--- src/rtl/clint_mh.sv ---
// Multi-hart core-local interruptor: prescaled 64-bit mtime, per-hart MSIP and
// MTIMECMP, and a single-cycle memory-mapped register port.
module clint_mh #(
    parameter int          XLEN      = 32,
    parameter int          NUM_HARTS = 1,
    parameter logic [31:0] BASE_ADDR = 32'h0200_0000,
    parameter int          TICK_DIV  = 1000
) (
    input  logic                 clk,
    input  logic                 rst_n,
    input  logic                 mtime_en,
    input  logic                 req_valid,
    input  logic                 req_we,
    input  logic [31:0]          req_addr,
    input  logic [XLEN-1:0]      req_wdata,
    input  logic [3:0]           req_wstrb,
    output logic                 resp_valid,
    output logic [XLEN-1:0]      resp_rdata,
    output logic                 resp_err,
    output logic [NUM_HARTS-1:0] msip_o,
    output logic [NUM_HARTS-1:0] mtip_o
);

    localparam int               DIV_W   = (TICK_DIV > 1) ? $clog2(TICK_DIV) : 1;
    localparam logic [DIV_W-1:0] DIV_MAX = DIV_W'(TICK_DIV - 1);
    localparam logic [31:0]      NH_U    = 32'(NUM_HARTS);

    typedef enum logic [2:0] {
        REG_NONE = 3'd0,
        REG_MSIP = 3'd1,
        REG_CMP  = 3'd2,
        REG_MTL  = 3'd3,
        REG_MTH  = 3'd4
    } region_e;

    function automatic logic [31:0] byte_merge(input logic [31:0] old_w,
                                               input logic [31:0] new_w,
                                               input logic [3:0]  strb);
        logic [31:0] res;
        for (int b = 0; b < 4; b++) begin
            res[8*b +: 8] = strb[b] ? new_w[8*b +: 8] : old_w[8*b +: 8];
        end
        return res;
    endfunction

    logic [63:0]          mtime_r;
    logic [DIV_W-1:0]     div_cnt_r;
    logic [63:0]          mtimecmp_r [NUM_HARTS];
    logic [NUM_HARTS-1:0] msip_r;
    logic [NUM_HARTS-1:0] mtip_r;
    logic                 resp_valid_r;
    logic [31:0]          resp_rdata_r;
    logic                 resp_err_r;

    logic [15:0]          offset_s;
    logic [31:0]          msip_idx_s;
    logic [31:0]          cmp_idx_s;
    region_e              region_s;
    logic [NUM_HARTS-1:0] msip_sel_s;
    logic [NUM_HARTS-1:0] cmp_sel_s;
    logic                 err_s;
    logic                 wr_s;
    logic                 tick_s;
    logic [31:0]          rdata_s;
    logic [63:0]          mtime_base_s;
    logic [63:0]          mtime_nxt_s;

    // Address decode: region and per-hart selects.
    always_comb begin
        offset_s   = req_addr[15:0];
        msip_idx_s = {20'd0, offset_s[13:2]};
        cmp_idx_s  = {21'd0, offset_s[13:3]};
        if ((req_addr[31:16] != BASE_ADDR[31:16]) || (req_addr[1:0] != 2'b00)) begin
            region_s = REG_NONE;
        end else if ((offset_s[15:14] == 2'b00) && (msip_idx_s < NH_U)) begin
            region_s = REG_MSIP;
        end else if ((offset_s[15:14] == 2'b01) && (cmp_idx_s < NH_U)) begin
            region_s = REG_CMP;
        end else if (offset_s == 16'hBFF8) begin
            region_s = REG_MTL;
        end else if (offset_s == 16'hBFFC) begin
            region_s = REG_MTH;
        end else begin
            region_s = REG_NONE;
        end
        for (int h = 0; h < NUM_HARTS; h++) begin
            msip_sel_s[h] = (msip_idx_s == 32'(h));
            cmp_sel_s[h]  = (cmp_idx_s == 32'(h));
        end
        err_s = (region_s == REG_NONE);
        wr_s  = req_valid && req_we && !err_s;
    end

    // Read mux over the pre-edge register values.
    always_comb begin
        rdata_s = 32'd0;
        case (region_s)
            REG_MSIP: rdata_s = {31'd0, |(msip_r & msip_sel_s)};
            REG_CMP: begin
                for (int h = 0; h < NUM_HARTS; h++) begin
                    rdata_s = rdata_s | (cmp_sel_s[h] ?
                              (offset_s[2] ? mtimecmp_r[h][63:32] : mtimecmp_r[h][31:0]) : 32'd0);
                end
            end
            REG_MTL:  rdata_s = mtime_r[31:0];
            REG_MTH:  rdata_s = mtime_r[63:32];
            default:  rdata_s = 32'd0;
        endcase
    end

    // Next mtime: tick increment first, then written bytes override it.
    always_comb begin
        tick_s       = mtime_en && (div_cnt_r == DIV_MAX);
        mtime_base_s = tick_s ? (mtime_r + 64'd1) : mtime_r;
        mtime_nxt_s  = mtime_base_s;
        if (wr_s && (region_s == REG_MTL)) begin
            mtime_nxt_s[31:0] = byte_merge(mtime_base_s[31:0], req_wdata, req_wstrb);
        end else if (wr_s && (region_s == REG_MTH)) begin
            mtime_nxt_s[63:32] = byte_merge(mtime_base_s[63:32], req_wdata, req_wstrb);
        end else begin
            mtime_nxt_s = mtime_base_s;
        end
    end

    // Timer, per-hart registers and bus response.
    always_ff @(posedge clk) begin
        if (!rst_n) begin
            mtime_r      <= 64'd0;
            div_cnt_r    <= '0;
            msip_r       <= '0;
            mtip_r       <= '0;
            resp_valid_r <= 1'b0;
            resp_rdata_r <= 32'd0;
            resp_err_r   <= 1'b0;
            for (int h = 0; h < NUM_HARTS; h++) begin
                mtimecmp_r[h] <= 64'hFFFF_FFFF_FFFF_FFFF;
            end
        end else begin
            if (mtime_en) begin
                div_cnt_r <= tick_s ? '0 : div_cnt_r + DIV_W'(1);
            end
            mtime_r <= mtime_nxt_s;
            for (int h = 0; h < NUM_HARTS; h++) begin
                if (wr_s && (region_s == REG_MSIP) && msip_sel_s[h] && req_wstrb[0]) begin
                    msip_r[h] <= req_wdata[0];
                end
                if (wr_s && (region_s == REG_CMP) && cmp_sel_s[h]) begin
                    if (offset_s[2]) begin
                        mtimecmp_r[h][63:32] <= byte_merge(mtimecmp_r[h][63:32], req_wdata, req_wstrb);
                    end else begin
                        mtimecmp_r[h][31:0] <= byte_merge(mtimecmp_r[h][31:0], req_wdata, req_wstrb);
                    end
                end
                // Compare uses last cycle's registers, giving the 2-cycle mtip latency.
                mtip_r[h] <= (mtime_r >= mtimecmp_r[h]);
            end
            resp_valid_r <= req_valid;
            resp_err_r   <= req_valid && err_s;
            resp_rdata_r <= (req_valid && !req_we && !err_s) ? rdata_s : 32'd0;
        end
    end

    assign resp_valid = resp_valid_r;
    assign resp_rdata = resp_rdata_r;
    assign resp_err   = resp_err_r;
    assign msip_o     = msip_r;
    assign mtip_o     = mtip_r;

endmodule

--- config.mk ---
export PLATFORM = sky130hd
export DESIGN_NAME = clint_mh
export DESIGN_NICKNAME = d
export VERILOG_FILES = /design/src/rtl/clint_mh.sv
export SDC_FILE = /design/constraint.sdc
export NUM_CORES = 1
export LEC_CHECK = 0
export CAP_MARGIN = 15
export CORE_ASPECT_RATIO = 0.8
export CORE_UTILIZATION = 52
export DETAILED_ROUTE_END_ITERATION = 7
export GPL_TIMING_DRIVEN = 0
export PLACE_DENSITY = 0.8
export RECOVER_POWER = 100
export SYNTH_ARGS = -nofsm -noshare
export SYNTH_HDL_FRONTEND = slang
export SYNTH_SLANG_ARGS = --single-unit
--- constraint.sdc ---
create_clock -name clk -period 2.61 [get_ports clk]
set_input_delay 0.261 -clock clk [delete_from_list [all_inputs] [get_ports clk]]
set_output_delay 0.261 -clock clk [all_outputs]
set_load 0.05 [all_outputs]
### Yosys cells after proc, flatten, opt, wreduce, memory -nomap -nowiden

Memories as Yosys holds them, arrays and structs flattened.
Index checks and enable logic that the tools add are counted.
W data, S select, Z words.

* order comparisons: 3
* equality and inequality tests: 9
* reductions and logical operators: 26
* bitwise logic cells: 1
* $add $sub $neg: 2
* mux-type cells: 42

Operators by type and width (count)
* $mux W64: 3
* $mux W32: 5
* $mux W8: 16
* $pmux W32 S4: 1
* $reduce_or A64 Y1: 2
* $add A64 B1 Y64 const B: 1
* $ge A64 B64 Y1: 1
* $eq A16 B16 Y1 const B: 2
* $ne A16 B10 Y1 const B: 1
* $logic_and A1 B1 Y1: 15
* $mux W3: 5
* $logic_not A12 Y1: 1
* $lt A12 B1 Y1 const B: 1
* $logic_not A11 Y1: 1
* $lt A11 B1 Y1 const B: 1
* $add A10 B1 Y10 const B: 1
* $eq A10 B10 Y1 const B: 1
* $mux W10: 1
* $mux W1: 9
* $eq A3 B2 Y1 const B: 2
* $mux W2: 2
* $eq A3 B1 Y1 const B: 1
* $eq A3 B3 Y1 const B: 1
* $logic_not A3 Y1: 1
* 7 further kinds: 8

* input bits: 73
* logic and storage cells: 91
* memories kept: 1
* output and inout port bits: 36
* memory bits (writable): 64
* register bits after elaboration: 110

Memory list
* mtimecmp_r: depth 1, width 64, rd ports 1, clocked after memory_dff 0, write ports 1, line 48 `logic [63:0] mtimecmp_r [NUM_HARTS];`

### Logic depth before layout (Yosys ltp)

* word-level depth: 17
* gate-level depth with buffers: 9
* gate-level depth less buffers: 8

### Least setup slack after synthesis

Ideal clock, no wire load.

* path type: input -> register
* start point: input port req_addr[0]
* end point: memory mtimecmp_r[0][10] (enable)
* library setup time: 384 ps
* data arrival time: 2348 ps
* path slack: -122 ps
* cell stages on the path: 7
* data required time: 2226 ps
* path buffers: 1
* cell sequence: nand4bb_1 > or4_1 > clkbuf_1 > o21ai_0 > nand4_1 > or2_2 > o21ai_0

* cells in the longest elaborated chain, start to end: 17
* elaborated cells on any way between the ends: 25
* classes of those cells: 3 x eq/ne; 13 x mux; 9 x reduce/logical

Ends and longest elaborated chain
* start, declared: line 14 `input logic [31:0] req_addr,`
* $eq A16 B16 Y1: line 81 `end else if (offset_s == 16'hBFFC) begin`
* $mux W3: line 81
* $mux W3: line 79 `end else if (offset_s == 16'hBFF8) begin`
* $mux W3: line 77 `end else if ((offset_s[15:14] == 2'b01) && (cmp_idx_s < NH_U)) begin`
* $mux W3: line 75 `end else if ((offset_s[15:14] == 2'b00) && (msip_idx_s < NH_U)) begin`
* $mux W3 (*): line 73 `if ((req_addr[31:16] != BASE_ADDR[31:16]) || (req_addr[1:0] != 2'b00)) begin`
* $logic_not A3 Y1: line 90 `err_s = (region_s == REG_NONE);`
* $logic_not A1 Y1: line 91 `wr_s = req_valid && req_we && !err_s;`
* $logic_and A1 B1 Y1: line 91
* $logic_and A1 B1 Y1 (*) (2 in series): line 147 `if (wr_s && (region_s == REG_CMP) && cmp_sel_s[h]) begin`
* $mux W1: line 147
* $mux W1: line 127 `if (!rst_n) begin`
* $mux W1 (implied by the code): line 149 `mtimecmp_r[h][63:32] <= byte_merge(mtimecmp_r[h][63:32], req_wdata, req_wstrb);`
* $reduce_or A64 Y1 (no source line)
* $mux W2 (no source line)
* $mux W2 (no source line) (*)
* end, declared: line 48

Every way passes the cells marked *; elsewhere a longest branch is shown, timed or not.

### Worst setup path after layout

* start point: input port rst_n
* end point: memory mtimecmp_r[0][55] (enable)

* cells in the longest elaborated chain, start to end: 5
* elaborated cells on any way between the ends: 9
* classes of those cells: 7 x mux; 2 x reduce/logical

Ends and longest elaborated chain
* start, declared: line 10 `input logic rst_n,`
* $mux W1: line 127
* $mux W1 (implied by the code): line 149
* $reduce_or A64 Y1 (no source line)
* $mux W2 (no source line)
* $mux W2 (no source line) (*)

Marked as above.

==> results.cfg <==
[outcome]
outcome = complete, but fails checks
failing_checks = negative setup slack

[clock_network]
cts.reportedPaths.clkPinSlew_ns = 0.07
max-clock-path-buffers = 2
clock_latency_ns = 0.44
cts_tree = built
numCtsBuffers = 17
clock_sink_count = 174
cts_htree_levels = 4
cts_root_buf = sky130_fd_sc_hd__clkbuf_16

[power_and_ir_drop]
seq_power_share_pct = 49.7
power.switching_uw = 1370
lkg_pwr_uw = 0.00483
power_frac_comb_pct = 6.9
power_frac_clock_pct = 43.4
vdd_ir_drop_max_mv = 0.322
pwr_density_cell_mw_per_mm2 = 465
netSwitchingFraction_pct = 23.6
internal-power_uw = 4440

[sta]
slew_at_the_pin_closest_to_its_max_slew_limit_ns = 0.907
maxSlewViolCount = 0
highest_achievable_clock_rate_mhz = 382
finalCriticalPeriod_ns = 2.62
final-hold-violation-count = 0
worst_slew_margin_rel_pct = 39.5
finalWorstSetupSlack_ns = -0.00847
report.final.setup_viol = 6
setup-tns-final_ns = -0.0248
skew_ns = 0.0112
finalCritPeriodShare_pct = 100

[routing]
detailroute.wirelength.met2_mm = 13.3
wl_met1_mm = 13.3
route.detailed.vias_per_inst = 6.17
routed_wire_length_per_instance_microns = 20.4
highest_layer = met4
detailed_routed_wire_length_on_met3_mm = 3.34
routed_wirelength_mm = 30.6
drc = 0
drtPass1Iterations = 5
drt_iter0_markers = 1029
drt.antenna.violating_nets = 0
route.vias.total = 9254

[worst_setup_path]
timing.setup.critical_path_class = input port to register
cpMaxStageDelayCell = sky130_fd_sc_hd__clkbuf_1
worstSetupStartpoint = rst_n
critical_path.reg2reg.startpoint = mtime_r[7]$_SDFF_PN0_
timing.critical_path.mode_cell = sky130_fd_sc_hd__clkbuf_1
critPathCaptureType = register
startpoint_type = input port
critical_path_rt_ns = 2.81
worst-endpoint-arrival_ns = 2.82
max_stage_delay_ns = 0.75
worstPathCellList = dlygate4sd3_1, clkbuf_1, clkbuf_1, o21ai_2, buf_4
critPathMaxFanout = 10

[floorplanning]
die_w_microns = 158
floorplan.die_area_sq_mm = 0.0200
placementRows = 45
core-area_sq_mm = 0.0190
die_h_microns = 127
floorplan.io_pins = 109
start_util_pct = 53.1

[placed_design]
globalplace.congestion = 0.912
place_inst = 1450
port_buffers = 108
hpwlAfterDp_mm = 22.9

[global_route]
grt_start_max_net_pins = 17
wire_length_of_the_first_global_routing_pass_mm = 47.5
antenna_found_initial = 0
grt_overflow = 0
vias_in_the_first_global_route = 8846
grt_use_total_pct = 31.5

[layout]
num_antenna_cells = 0
final_cell_count_no_fill = 1499
post_route_utilization_pct = 65.7
final_net_count = 1367
layout-drive-gt1-share_pct = 9.99
area_delta_synth_final_pct = 23.6
final.fill_count = 1594

[logic_synthesis]
synth-seq-area-share_pct = 40.8
synth_cells = 1078
synth-edff-count = 64
postSynthRegisterBits = 174
syn_area_per_cell_sq_um = 9.38
area_of_the_mapped_netlist_sq_mm = 0.0101
synthesis.nets = 1217
yosysUniqueCellTypes = 57
synth_flop_cell = sky130_fd_sc_hd__dfxtp_1
asyncSetResetFlopFracSynth_pct = 0
yosys_warnings = 0

[worst_hold_path]
hold_path_startpoint = div_cnt_r[1]$_SDFFE_PN0P_
timing.hold.worst.class = register to register

[run]
maxCapViolations = 0
## power by group through the flow
stage	Combinational, uW	Sequential, uW	Clock (uW)
after floorplan	154	2950	0
after global placement	366	2960	0
after detailed placement	377	2960	0
after CTS	390	2890	2520
after global routing	429	2890	2650
final	399	2890	2520
## metrics by stage
| stage | instance area, sq um | total power, uW | worst slack (ns) | hold WS [ns] |
|---|---|---|---|---|
| global route | 12500 | 5970 | -0.00246 | 0.515 |
| global placement | 11500 | 3320 | -1.38 | 0.479 |
| detailed placement | 11500 | 3330 | -1.10 | 0.487 |
| CTS | 12300 | 5800 | -0.0271 | 0.496 |
| floorplan | 10100 | 3100 | -0.122 | 0.369 |
| finish | 12500 | 5810 | -0.00847 | 0.495 |
## kinds of logic after synthesis
| kind of cell | Yosys count | share of synthesized area [%] |
|---|---|---|
| buf+inv | 137 | 5.41 |
| mux | 35 | 3.46 |
| xor+xnor | 70 | 6.06 |
| flops | 174 | 40.8 |
| fa+ha+maj | 66 | 8.17 |
| compound gates | 288 | 19.7 |
| simple gates | 308 | 16.4 |
## worst max-delay path: cells and delay by family
family,cells,cell delay [ns]
AOI/OAI and AO/OA,1,0.23
buffers and inverters,4,2.32
## cells in the final DEF, fill, tap and decap left out, types with 4 or more instances in the layout
| master | Yosys | final |
|---|---|---|
| sky130_fd_sc_hd__dfxtp_1 | 110 | 95 |
| sky130_fd_sc_hd__nor2_1 | 86 | 84 |
| sky130_fd_sc_hd__inv_1 | 76 | 76 |
| sky130_fd_sc_hd__clkdlybuf4s50_1 | 0 | 70 |
| sky130_fd_sc_hd__ha_1 | 66 | 66 |
| sky130_fd_sc_hd__edfxtp_1 | 64 | 64 |
| sky130_fd_sc_hd__nand4_1 | 51 | 51 |
| sky130_fd_sc_hd__a21oi_1 | 50 | 50 |
| sky130_fd_sc_hd__o2bb2ai_1 | 46 | 46 |
| sky130_fd_sc_hd__clkbuf_1 | 50 | 41 |
| sky130_fd_sc_hd__nand2_1 | 40 | 40 |
| sky130_fd_sc_hd__a21o_1 | 40 | 40 |
| sky130_fd_sc_hd__o21ai_0 | 48 | 39 |
| sky130_fd_sc_hd__dlygate4sd3_1 | 0 | 38 |
| sky130_fd_sc_hd__xor2_1 | 37 | 37 |
| sky130_fd_sc_hd__o21a_1 | 35 | 35 |
| sky130_fd_sc_hd__mux2i_1 | 35 | 35 |
| sky130_fd_sc_hd__a22oi_1 | 32 | 32 |
| sky130_fd_sc_hd__xnor2_1 | 33 | 32 |
| sky130_fd_sc_hd__nand3_1 | 28 | 27 |
| sky130_fd_sc_hd__buf_4 | 1 | 25 |
| sky130_fd_sc_hd__a211oi_1 | 23 | 23 |
| sky130_fd_sc_hd__and3_1 | 20 | 20 |
| sky130_fd_sc_hd__nor3_1 | 19 | 17 |
| sky130_fd_sc_hd__clkbuf_16 | 0 | 17 |
| sky130_fd_sc_hd__nor4_1 | 17 | 13 |
| sky130_fd_sc_hd__buf_2 | 2 | 12 |
| sky130_fd_sc_hd__dfxtp_4 | 0 | 10 |
| sky130_fd_sc_hd__and4_1 | 9 | 9 |
| sky130_fd_sc_hd__nand2b_1 | 6 | 6 |
| sky130_fd_sc_hd__clkbuf_2 | 0 | 5 |
| sky130_fd_sc_hd__nor4_4 | 2 | 5 |
| sky130_fd_sc_hd__dfxtp_2 | 0 | 5 |
| sky130_fd_sc_hd__and2_1 | 4 | 4 |
| sky130_fd_sc_hd__o21ai_4 | 0 | 4 |
| sky130_fd_sc_hd__o21ai_2 | 0 | 4 |
| sky130_fd_sc_hd__and3_2 | 4 | 4 |
## synthesized netlist by cell type (all sizes together) (19+ instances only)
library cell | number | area share (%)
a21o | 40 | 3.0
inv | 76 | 2.8
and3 | 24 | 1.5
ha | 66 | 8.2
nor2 | 86 | 3.2
nand3 | 29 | 1.5
nand2 | 40 | 1.5
o21a | 35 | 2.6
dfxtp | 110 | 22
nor4 | 20 | 1.6
xor2 | 37 | 3.2
mux2i | 35 | 3.5
a22oi | 32 | 2.4
a211oi | 23 | 1.7
o21ai | 48 | 2.4
clkbuf | 50 | 1.9
edfxtp | 64 | 19
xnor2 | 33 | 2.9
nand4 | 52 | 3.3
a21oi | 50 | 2.5
nor3 | 19 | 0.94
o2bb2ai | 47 | 4.1
## routing by layer
metal	global-route usage, %	vias up
met4	9.71	0
met2	47.6	532
li1	-	4285
met5	0	-
met3	8.17	51
met1	43.9	4386
## path summary, 6_finish.rpt
check	end	slack, ns	cells after the start
setup / recovery	mtimecmp_r[0][55]$_DFFE_PP_	-0.008	5
hold / removal	div_cnt_r[1]$_SDFFE_PN0P_	0.50	2
setup reg to reg	mtime_r[44]$_SDFF_PN0_	0.08	8
hold reg to reg	div_cnt_r[1]$_SDFFE_PN0P_	0.50	2
## cell type report
cell class / count / area, sq um / area share, %
tap: 258 / 323 / 2.58
timing repair buffer: 134 / 1270 / 10.1
multi-input combinational: 767 / 5620 / 45.0
clock buffer: 19 / 433 / 3.46
clock inverter: 13 / 140 / 1.12
inverter: 76 / 285 / 2.28
sequential: 174 / 4170 / 33.3
buffer: 58 / 263 / 2.10
## what timing repair did
| action | in CTS | in global routing |
|---|---|---|
| setup endpoints to repair | 209 | 180 |
| pin swaps | 1 | 12 |
| hold buffers | 0 | 0 |
| gates resized for setup | 58 | 37 |
| setup buffers | 4 | 16 |
## registers in the layout, summed over array words and instances (netlist names)
register / cells
div_cnt_r: 10
msip_o: 1
mtime_r: 64
mtimecmp_r: 64
mtip_o: 1
resp_err: 1
resp_rdata: 32
resp_valid: 1
No activity file was read; power rests on OpenSTA's default activity.
